===== src/rtl/l0_feed_ctrl_pkg.sv =====
// l0_feed_ctrl_pkg
//   Shared definitions for the L0 feed sequencer: FSM state encoding and the
//   default geometry constants that the L0 buffer and MAC array also build from.
package l0_feed_ctrl_pkg;

  typedef enum logic [1:0] {
    ST_IDLE  = 2'd0,
    ST_LOAD  = 2'd1,
    ST_DRAIN = 2'd2,
    ST_DONE  = 2'd3
  } state_e;

  localparam int L0_ROW      = 8;   // L0 rows = MAC array rows
  localparam int L0_DEPTH    = 64;  // L0 FIFO depth, maximum legal transfer length
  localparam int SRAM_ADDR_W = 11;  // activation SRAM address width
  localparam int L0_LEN_W    = 7;   // transfer length width, 2**L0_LEN_W > L0_DEPTH

endpackage


===== src/rtl/l0_feed_ctrl_rd_skew.sv =====
// l0_rd_skew
//   Row-bit shift register that turns a single issue stream into per-row L0
//   read enables, each row delayed one cycle relative to the row above it.
//   Ports:
//     i_clk    clock
//     i_reset  asynchronous active-high clear
//     i_issue  read issue bit for row 0 (takes effect on the next cycle)
//     o_l0_rd  per-row L0 read enables
module l0_rd_skew #(
  parameter int ROW = 8
) (
  input  logic           i_clk,
  input  logic           i_reset,
  input  logic           i_issue,
  output logic [ROW-1:0] o_l0_rd
);

  logic [ROW-1:0] r_rd;

  always_ff @(posedge i_clk or posedge i_reset) begin
    if (i_reset) begin
      r_rd <= '0;
    end else begin
      r_rd <= {r_rd[ROW-2:0], i_issue};
    end
  end

  assign o_l0_rd = r_rd;

endmodule


===== src/rtl/l0_feed_ctrl.sv =====
// l0_feed_ctrl
//   Sequencer in front of the L0 activation buffer. A start in IDLE loads LEN
//   words from the activation SRAM into L0 (SRAM Q feeds L0 directly, so the
//   L0 write strobe trails the SRAM read by one cycle), then drains L0 into the
//   MAC array with per-row read enables skewed one cycle per row.
//   Ports:
//     i_clk, i_reset       clock, asynchronous active-high reset
//     i_start              start pulse, honoured only in IDLE
//     i_base_addr, i_len   first SRAM address and word count, latched with start
//     o_sram_cen/wen/addr  SRAM read port (active-low enables, wen tied high)
//     o_l0_wr              L0 write strobe
//     o_l0_rd              per-row L0 read enables
//     i_l0_full/empty      per-row L0 status flags
//     o_busy, o_done       activity flag, end-of-transfer pulse
//     o_err                sticky error (length, overflow, underflow)
module l0_feed_ctrl
  import l0_feed_ctrl_pkg::*;
#(
  parameter int ROW    = L0_ROW,
  parameter int DEPTH  = L0_DEPTH,
  parameter int ADDR_W = SRAM_ADDR_W,
  parameter int LEN_W  = L0_LEN_W
) (
  input  logic              i_clk,
  input  logic              i_reset,
  input  logic              i_start,
  input  logic [ADDR_W-1:0] i_base_addr,
  input  logic [LEN_W-1:0]  i_len,
  output logic              o_sram_cen,
  output logic              o_sram_wen,
  output logic [ADDR_W-1:0] o_sram_addr,
  output logic              o_l0_wr,
  output logic [ROW-1:0]    o_l0_rd,
  input  logic [ROW-1:0]    i_l0_full,
  input  logic [ROW-1:0]    i_l0_empty,
  output logic              o_busy,
  output logic              o_done,
  output logic              o_err
);

  // One extra bit so len+row-2 never overflows the cycle counter.
  localparam int CNT_W = LEN_W + 1;

  state_e            r_state;
  state_e            w_state_nxt;
  logic [CNT_W-1:0]  r_cnt;
  logic [CNT_W-1:0]  w_cnt_nxt;
  logic [LEN_W-1:0]  r_len;
  logic [ADDR_W-1:0] r_addr;
  logic [ADDR_W-1:0] w_addr_nxt;
  logic              r_cen;
  logic              w_cen_nxt;
  logic              r_wr;
  logic              w_wr_nxt;
  logic              r_busy;
  logic              r_done;
  logic              r_err;
  logic              w_err_nxt;
  logic              w_issue;
  logic              w_start_ok;
  logic [CNT_W-1:0]  w_len_ext;
  logic [CNT_W-1:0]  w_cnt_inc;
  logic              w_load_last;
  logic              w_drain_last;
  logic [ROW-1:0]    w_l0_rd;

  assign w_start_ok   = (r_state == ST_IDLE) && i_start;
  assign w_len_ext    = {1'b0, r_len};
  assign w_cnt_inc    = r_cnt + CNT_W'(1);
  assign w_load_last  = (r_cnt == w_len_ext);
  assign w_drain_last = (r_cnt == w_len_ext + CNT_W'(ROW - 2));

  // State register: r_cnt is the cycle index within LOAD/DRAIN.
  always_ff @(posedge i_clk or posedge i_reset) begin
    if (i_reset) begin
      r_state <= ST_IDLE;
      r_cnt   <= '0;
      r_len   <= '0;
    end else begin
      r_state <= w_state_nxt;
      r_cnt   <= w_cnt_nxt;
      if (w_start_ok) begin
        r_len <= i_len;
      end
    end
  end

  // Next-state logic.
  always_comb begin
    w_state_nxt = r_state;
    w_cnt_nxt   = r_cnt;
    case (r_state)
      ST_IDLE: begin
        if (i_start) begin
          w_cnt_nxt   = '0;
          w_state_nxt = (i_len == '0) ? ST_DONE : ST_LOAD;
        end
      end
      ST_LOAD: begin
        if (w_load_last) begin
          w_cnt_nxt   = '0;
          w_state_nxt = ST_DRAIN;
        end else begin
          w_cnt_nxt = w_cnt_inc;
        end
      end
      ST_DRAIN: begin
        if (w_drain_last) begin
          w_cnt_nxt   = '0;
          w_state_nxt = ST_DONE;
        end else begin
          w_cnt_nxt = w_cnt_inc;
        end
      end
      default: begin
        w_state_nxt = ST_IDLE;
      end
    endcase
  end

  // Output logic: values the registered outputs take on the next cycle.
  // Issue is evaluated one cycle ahead so that row 0 reads on DRAIN cycles
  // 0..len-1 once it passes through the skew register.
  always_comb begin
    w_cen_nxt  = 1'b1;
    w_addr_nxt = '0;
    w_wr_nxt   = 1'b0;
    w_issue    = 1'b0;
    case (r_state)
      ST_IDLE: begin
        if (i_start && (i_len != '0)) begin
          w_cen_nxt  = 1'b0;
          w_addr_nxt = i_base_addr;
        end
      end
      ST_LOAD: begin
        // Each SRAM read this cycle lands in L0 next cycle.
        w_wr_nxt = ~r_cen;
        if (w_cnt_inc < w_len_ext) begin
          w_cen_nxt  = 1'b0;
          w_addr_nxt = r_addr + ADDR_W'(1);
        end
        if (w_load_last) begin
          w_issue = 1'b1;
        end
      end
      ST_DRAIN: begin
        w_issue = (w_cnt_inc < w_len_ext);
      end
      default: begin
      end
    endcase

    w_err_nxt = r_err;
    if (w_start_ok) begin
      w_err_nxt = ({1'b0, i_len} > CNT_W'(DEPTH));
    end else if ((r_wr && (|i_l0_full)) || (|(w_l0_rd & i_l0_empty))) begin
      w_err_nxt = 1'b1;
    end
  end

  always_ff @(posedge i_clk or posedge i_reset) begin
    if (i_reset) begin
      r_cen  <= 1'b1;
      r_addr <= '0;
      r_wr   <= 1'b0;
      r_busy <= 1'b0;
      r_done <= 1'b0;
      r_err  <= 1'b0;
    end else begin
      r_cen  <= w_cen_nxt;
      r_addr <= w_addr_nxt;
      r_wr   <= w_wr_nxt;
      r_busy <= (w_state_nxt != ST_IDLE);
      r_done <= (w_state_nxt == ST_DONE);
      r_err  <= w_err_nxt;
    end
  end

  l0_rd_skew #(
    .ROW (ROW)
  ) u_rd_skew (
    .i_clk   (i_clk),
    .i_reset (i_reset),
    .i_issue (w_issue),
    .o_l0_rd (w_l0_rd)
  );

  assign o_sram_cen  = r_cen;
  assign o_sram_wen  = 1'b1;
  assign o_sram_addr = r_addr;
  assign o_l0_wr     = r_wr;
  assign o_l0_rd     = w_l0_rd;
  assign o_busy      = r_busy;
  assign o_done      = r_done;
  assign o_err       = r_err;

endmodule


===== config.mk =====
export PLATFORM = sky130hd
export DESIGN_NAME = l0_feed_ctrl
export DESIGN_NICKNAME = d
export VERILOG_FILES = /design/src/rtl/l0_feed_ctrl_pkg.sv /design/src/rtl/l0_feed_ctrl_rd_skew.sv /design/src/rtl/l0_feed_ctrl.sv
export SDC_FILE = /design/constraint.sdc
export NUM_CORES = 1
export LEC_CHECK = 0
export ABC_AREA = 1
export BUFFER_PORTS_ARGS = -buffer_cell sky130_fd_sc_hd__buf_4
export CAP_MARGIN = 25
export CORE_MARGIN = 8
export CORE_UTILIZATION = 49
export DETAILED_ROUTE_END_ITERATION = 16
export GPL_TIMING_DRIVEN = 1
export PLACE_DENSITY = 0.77
export SLEW_MARGIN = 20
export SYNTH_ARGS = -nofsm -noshare
export SYNTH_HDL_FRONTEND = slang
export SYNTH_SLANG_ARGS = --single-unit

===== constraint.sdc =====
create_clock -name i_clk -period 2 [get_ports i_clk]
set_clock_uncertainty 0.1 [all_clocks]
set_input_delay 0.3 -clock i_clk [delete_from_list [all_inputs] [get_ports i_clk]]
set_output_delay 0.3 -clock i_clk [all_outputs]
set_load 0.02 [all_outputs]

Word-level counts from Yosys, hierarchy flattened

Index checks and enable logic that the tools add are counted.

Muxes and demuxes: 20
Reductions and logical operators: 13
Order comparisons: 2
Add/subtract/negate cells: 3
Eq/ne operators: 6
Bitwise operators: 2

Operators with widths:

| cell                  | number |
|---|---|
| $mux 8                | 3 |
| $pmux 8 s3            | 1 |
| $mux 11               | 2 |
| $pmux 11 s2           | 1 |
| $reduce_or 8->1       | 2 |
| $add 11x1->11 const B | 1 |
| $add 7x3->8 const B   | 1 |
| $add 8x1->8 const B   | 1 |
| $and 8x8->8           | 1 |
| $eq 8x7->1            | 1 |
| $eq 8x8->1            | 1 |
| $lt 8x7->1            | 1 |
| $mux 2                | 4 |
| $gt 7x7->1 const B    | 1 |
| $logic_not 7->1       | 1 |
| $reduce_bool 7->1     | 1 |
| $mux 1                | 6 |
| $pmux 2 s3            | 1 |
| $eq 2x2->1 const B    | 2 |
| $pmux 1 s2            | 2 |
| $reduce_bool 2->1     | 2 |
| $logic_and 1x1->1     | 3 |
| $reduce_bool 3->1     | 1 |
| $eq 2x1->1 const B    | 1 |
| other kinds (5)       | 5 |

Bits of input ports: 37
Register bits after elaboration: 41

Depth between registers and ports, before layout

Word-level depth: 5
Gate-level depth with buffers: 16
Gate-level depth less buffers: 15

Hierarchy

A second synthesis with hierarchy kept.

Cells, all modules: 348
Area total of the unflattened synthesis: 2,581.2 um2

By module, submodules not included:

| module       | cells an instance | times used | area an instance (um2) |
|---|---|---|---|
| l0_feed_ctrl | 339               | 1          | 2,377.3 |
| l0_rd_skew   | 9                 | 1          | 203.9 |

Worst setup path after synthesis

No wires, ideal clock.

Path kind: register to register
Start point: reg r_cnt[0]
End point: reg r_addr[0] (netlist: o_sram_addr[0])
Library setup time: 0.075 ns
Buffers on the path: 1
Setup slack: -0.017 ns
Stages on the path, launching flop included: 14
Arrival: 1.841 ns
Required time: 1.825 ns
Cells stage by stage: dfrtp_1 ha_1 nand3_1 xor2_1 inv_1 ha_1 nand2_1 inv_1 nand2_1 nand2_1 nand2_1 nand3_2 buf_6 o21ai_2

Word-level cells in the longest chain between the ends: 4

RTL lines:

| what                   | line                | text |
|---|---|---|
| from (decl)            | l0_feed_ctrl.sv:46  | `logic [CNT_W-1:0] r_cnt;` |
| from (signal assigned) | l0_feed_ctrl.sv:81  | `r_cnt <= w_cnt_nxt;` |
| $add 8x1->8            | l0_feed_ctrl.sv:69  | `assign w_cnt_inc = r_cnt + CNT_W'(1);` |
| $lt 8x7->1             | l0_feed_ctrl.sv:139 | `if (w_cnt_inc < w_len_ext) begin` |
| $mux 11                | l0_feed_ctrl.sv:139 |  |
| $pmux 11 s2            | l0_feed_ctrl.sv:129 | `case (r_state)` |
| net w_addr_nxt[0]      | l0_feed_ctrl.sv:50  | `logic [ADDR_W-1:0] w_addr_nxt;` |
| to (signal assigned)   | l0_feed_ctrl.sv:172 | `r_addr <= w_addr_nxt;` |
| to (decl)              | l0_feed_ctrl.sv:49  | `logic [ADDR_W-1:0] r_addr;` |

The timed path passes the listed nets, and every way through them passes these cells.
A chain may end at the register's enable or synchronous reset.

Worst setup path after layout

Start point: reg r_cnt[0]
End point: reg r_addr[7] (netlist: o_sram_addr[7])

The elaborated chain is that of the path after synthesis.

==> summary.md <==
| Metric | Value |
|---|---|
| Final period util | `1.09` |
| Syn nets | `411` |
| Skew-Pair Late Insertion Delay | `around 0.3 ns` |
| Cell Rows | `27` |
| Clk sinks | `41` |
| Final setup TNS | `-2.35 ns` |
| Crit. End Element | `register` |
| Total of max-cap violations | `0` |
| Mean routed wirelength per cell | `about 14 um` |
| Initial antenna violation count | `0` |
| Vias in the first global route | `roughly 2700` |
| Die Width | `between 80 and 90 um` |
| Antenna-violating nets left | `0` |
| Failing checks | `setup timing` |
| Die H | `~90 um` |
| First-pass iteration count of the detailed router | `5` |
| Int Pwr | `~2600 uW` |
| Commonest non-fill, non-tap cell in the layout | `nand2_1` |
| Hold crit path type | `input port to asynchronous set/reset pin` |
| Number of synthesized flops with an enable pin | `0` |
| Reg power frac | `0.300` |
| Cts hold-fix bufs | `0` |
| Sw frac | `0.445` |
| Synth Instances | `359` |
| Crit path DAT | `approximately 2.3 ns` |
| Synth Warn # | `0` |
| TritonCTS Buffers | `5` |
| Clk pwr share | `0.175` |
| # DRC | `0` |
| Required @ worst endpoint | `2.13 ns` |
| Detailed Place HPWL | `between 5 and 6 mm` |
| Status | `complete, but fails checks` |
| Core Box Area | `between 0.005 and 0.006 sq mm` |
| DRT iter0 DRCs | `around 170` |
| Final hold violations | `0` |
| Max Fclk | `about 460 MHz` |
| Via count | `2668` |
| Via density | `5.05` |
| Root Buffer | `clkbuf_8` |
| Worst slack at placement | `-0.210 ns` |
| CP startpoint kind | `register` |
| Switch Pwr | `a little over 2000 uW` |
| Post-layout util | `0.699` |
| FILL cells | `383` |
| Commonest non-fill, non-tap cells in the layout | `nand2_1 (117), buf_4 (95), inv_1 (44)` |
| Worst hold slack | `around 0.018 ns` |
| Post-synthesis instance area | `roughly 0.0027 sq mm` |
| Total gr overflow | `0` |
| Drt total wl | `7.48 mm` |
| Worst-path clk slew | `approximately 0.090 ns` |
| GRT Total Usage | `0.187` |
| # IOs | `between 60 and 70` |
| Worst slew pin tran | `roughly 0.51 ns` |
| Synth Area per Inst | `7.42 sq um` |
| Power per Cell Area | `around 1200 mW/mm^2` |
| CTS max path bufs | `2` |
| Layout cell share with drive strength beyond 1 | `0.344` |
| Port bufs | `60` |
| Largest net degree at the start of global routing | `between 40 and 50` |
| Die area | `slightly above 0.008 sq mm` |
| Sequential fraction of the synthesis area | `0.386` |
| Final worst setup slack | `-0.190 ns` |
| Worst Path Max Fanout | `8` |
| R2R setup slack | `-0.19 ns` |
| First-pass GRT wire length | `between 10 and 15 mm` |
| CTS tree | `yes` |
| Async SR Flop Fraction | `1.00` |
| Diode count | `0` |
| Layout area overhead | `41.0%` |
| WS Path Type | `register to register` |
| RSZ-0062 raised after global routing | `yes` |
| Gpl congestion | `0.842` |
| Comb pwr share | `0.525` |
| H-tree levels | `2` |
| Nets | `507` |
| Minimum clock period | `between 2 and 2.5 ns` |
| Ys flop type | `dfrtp_1` |
| Count of pins over their slew limit | `0` |
| Slew headroom | `0.661` |
| Yosys reg bits | `around 40` |
| Leak | `0.00203 uW` |
| Endpoints failing setup | `25` |
| Peak VDD IR | `between 0.8 and 0.9 mV` |
| Count of cell types in the netlist | `34` |
| Initial core utilization | `0.496` |
==> metrics by stage <==
stage / power, uW / area (sq um) / std cells
4_1_cts: 4550 / 3690 / 526
3_5_place_dp: 3550 / 3340 / 507
6_report: 4630 / 3760 / 528
2_1_floorplan: 2750 / 2670 / 359
3_3_place_gp: 3470 / 3340 / 507
5_1_grt: 4970 / 3760 / 528
==> kinds of logic (layout without fill, tap and decap cells) <==
logic type	Yosys count	after routing	synth area share
AND/OR/NAND/NOR	199	199	0.324
buffers and inverters	57	154	0.0916
flip-flops	41	41	0.386
AO/OA/AOI/OAI	33	33	0.0845
adder cells (fa/ha/maj)	15	15	0.0705
XOR/XNOR	13	13	0.0427
other	1	1	0.00141
==> layout make-up <==
cell class	count	area (sq um)	share of cell area
Multi-Input combinational cell	261	1580	0.420
Sequential cell	41	1030	0.274
Timing Repair Buffer	96	733	0.195
Inverter	50	188	0.0500
Tap cell	72	90.1	0.0240
Clock buffer	5	68.8	0.0183
Clock inverter	3	68.8	0.0183
==> sequential cells by signal, summed over array words and instances, names as in the netlist <==
register,count
r_state,2
r_cnt,8
u_rd_skew.o_l0_rd,8
o_sram_cen,1
o_err,1
r_len,7
o_done,1
o_busy,1
o_sram_addr,11
o_l0_wr,1
==> critical path: stages, from the launching register on <==
cell and delay [ns]:
dfrtp_2 0.46, ha_4 0.19, nand3_4 0.09, xor2_2 0.17, inv_1 0.07, ha_1 0.28, nand2_1 0.09, inv_1 0.06
nand2_2 0.07, nand2_2 0.07, nand2_4 0.08, nand3_4 0.09, buf_12 0.17, o21ai_4 0.13
==> power by group through the flow <==
stage | Sequential, uW | Combinational, uW | Clock (uW)
after CTS | 1380 | 2340 | 828
after global placement | 1380 | 2090 | 0
after global routing | 1430 | 2690 | 854
after floorplan | 1540 | 1210 | 0
final | 1390 | 2430 | 811
after detailed placement | 1390 | 2160 | 0
==> final timing paths <==
| kind | start | depth (start not counted) | to |
|---|---|---|---|
| worst max-delay path | r_cnt[0]$_DFFE_PP0P_ | 13 | o_sram_addr[7]$_DFF_PP0_ |
| max in group asynchronous | i_reset | 3 | r_cnt[3]$_DFFE_PP0P_ |
| min in group i_clk | i_base_addr[6] | 3 | o_sram_addr[6]$_DFF_PP0_ |
| worst min-delay path | i_reset | 3 | o_sram_addr[7]$_DFF_PP0_ |
| worst min register to register | u_rd_skew.o_l0_rd[3]$_DFF_PP0_ | 0 | u_rd_skew.o_l0_rd[4]$_DFF_PP0_ |
| worst max register to register | r_cnt[0]$_DFFE_PP0P_ | 13 | o_sram_addr[7]$_DFF_PP0_ |
==> synthesized netlist by cell type, types with 2 or more instances <==
cell,instances,area share
a21oi_1,4,0.0075
buf_4,2,0.0056
buf_6,3,0.013
clkbuf_1,2,0.0028
dfrtp_1,40,0.38
ha_1,15,0.070
inv_1,46,0.065
inv_2,4,0.0056
nand2_1,125,0.18
nand3_1,28,0.053
nand3_2,2,0.0075
nand3b_1,2,0.0056
nor2_1,32,0.045
nor3_1,3,0.0056
o21ai_0,11,0.021
o21ai_2,10,0.033
o21bai_1,2,0.0056
xnor2_1,2,0.0066
xor2_1,11,0.036
==> metal layers <==
metal | share of wire | GRT usage
met1 | 0.42 | 0.225
met2 | 0.50 | 0.320
met3 | 0.047 | 0.0283
met4 | 0.031 | 0.0846
met5 | 0 | 0
==> what timing repair did <==
action	4_1_cts	5_1_grt
endpoints found under the hold margin	0	0
buffers inserted	11	2
cloned	0	0
resized for setup	24	14
pin swaps	16	3
endpoints found under the setup margin	22	25
Power figures use the tool's default switching activity.
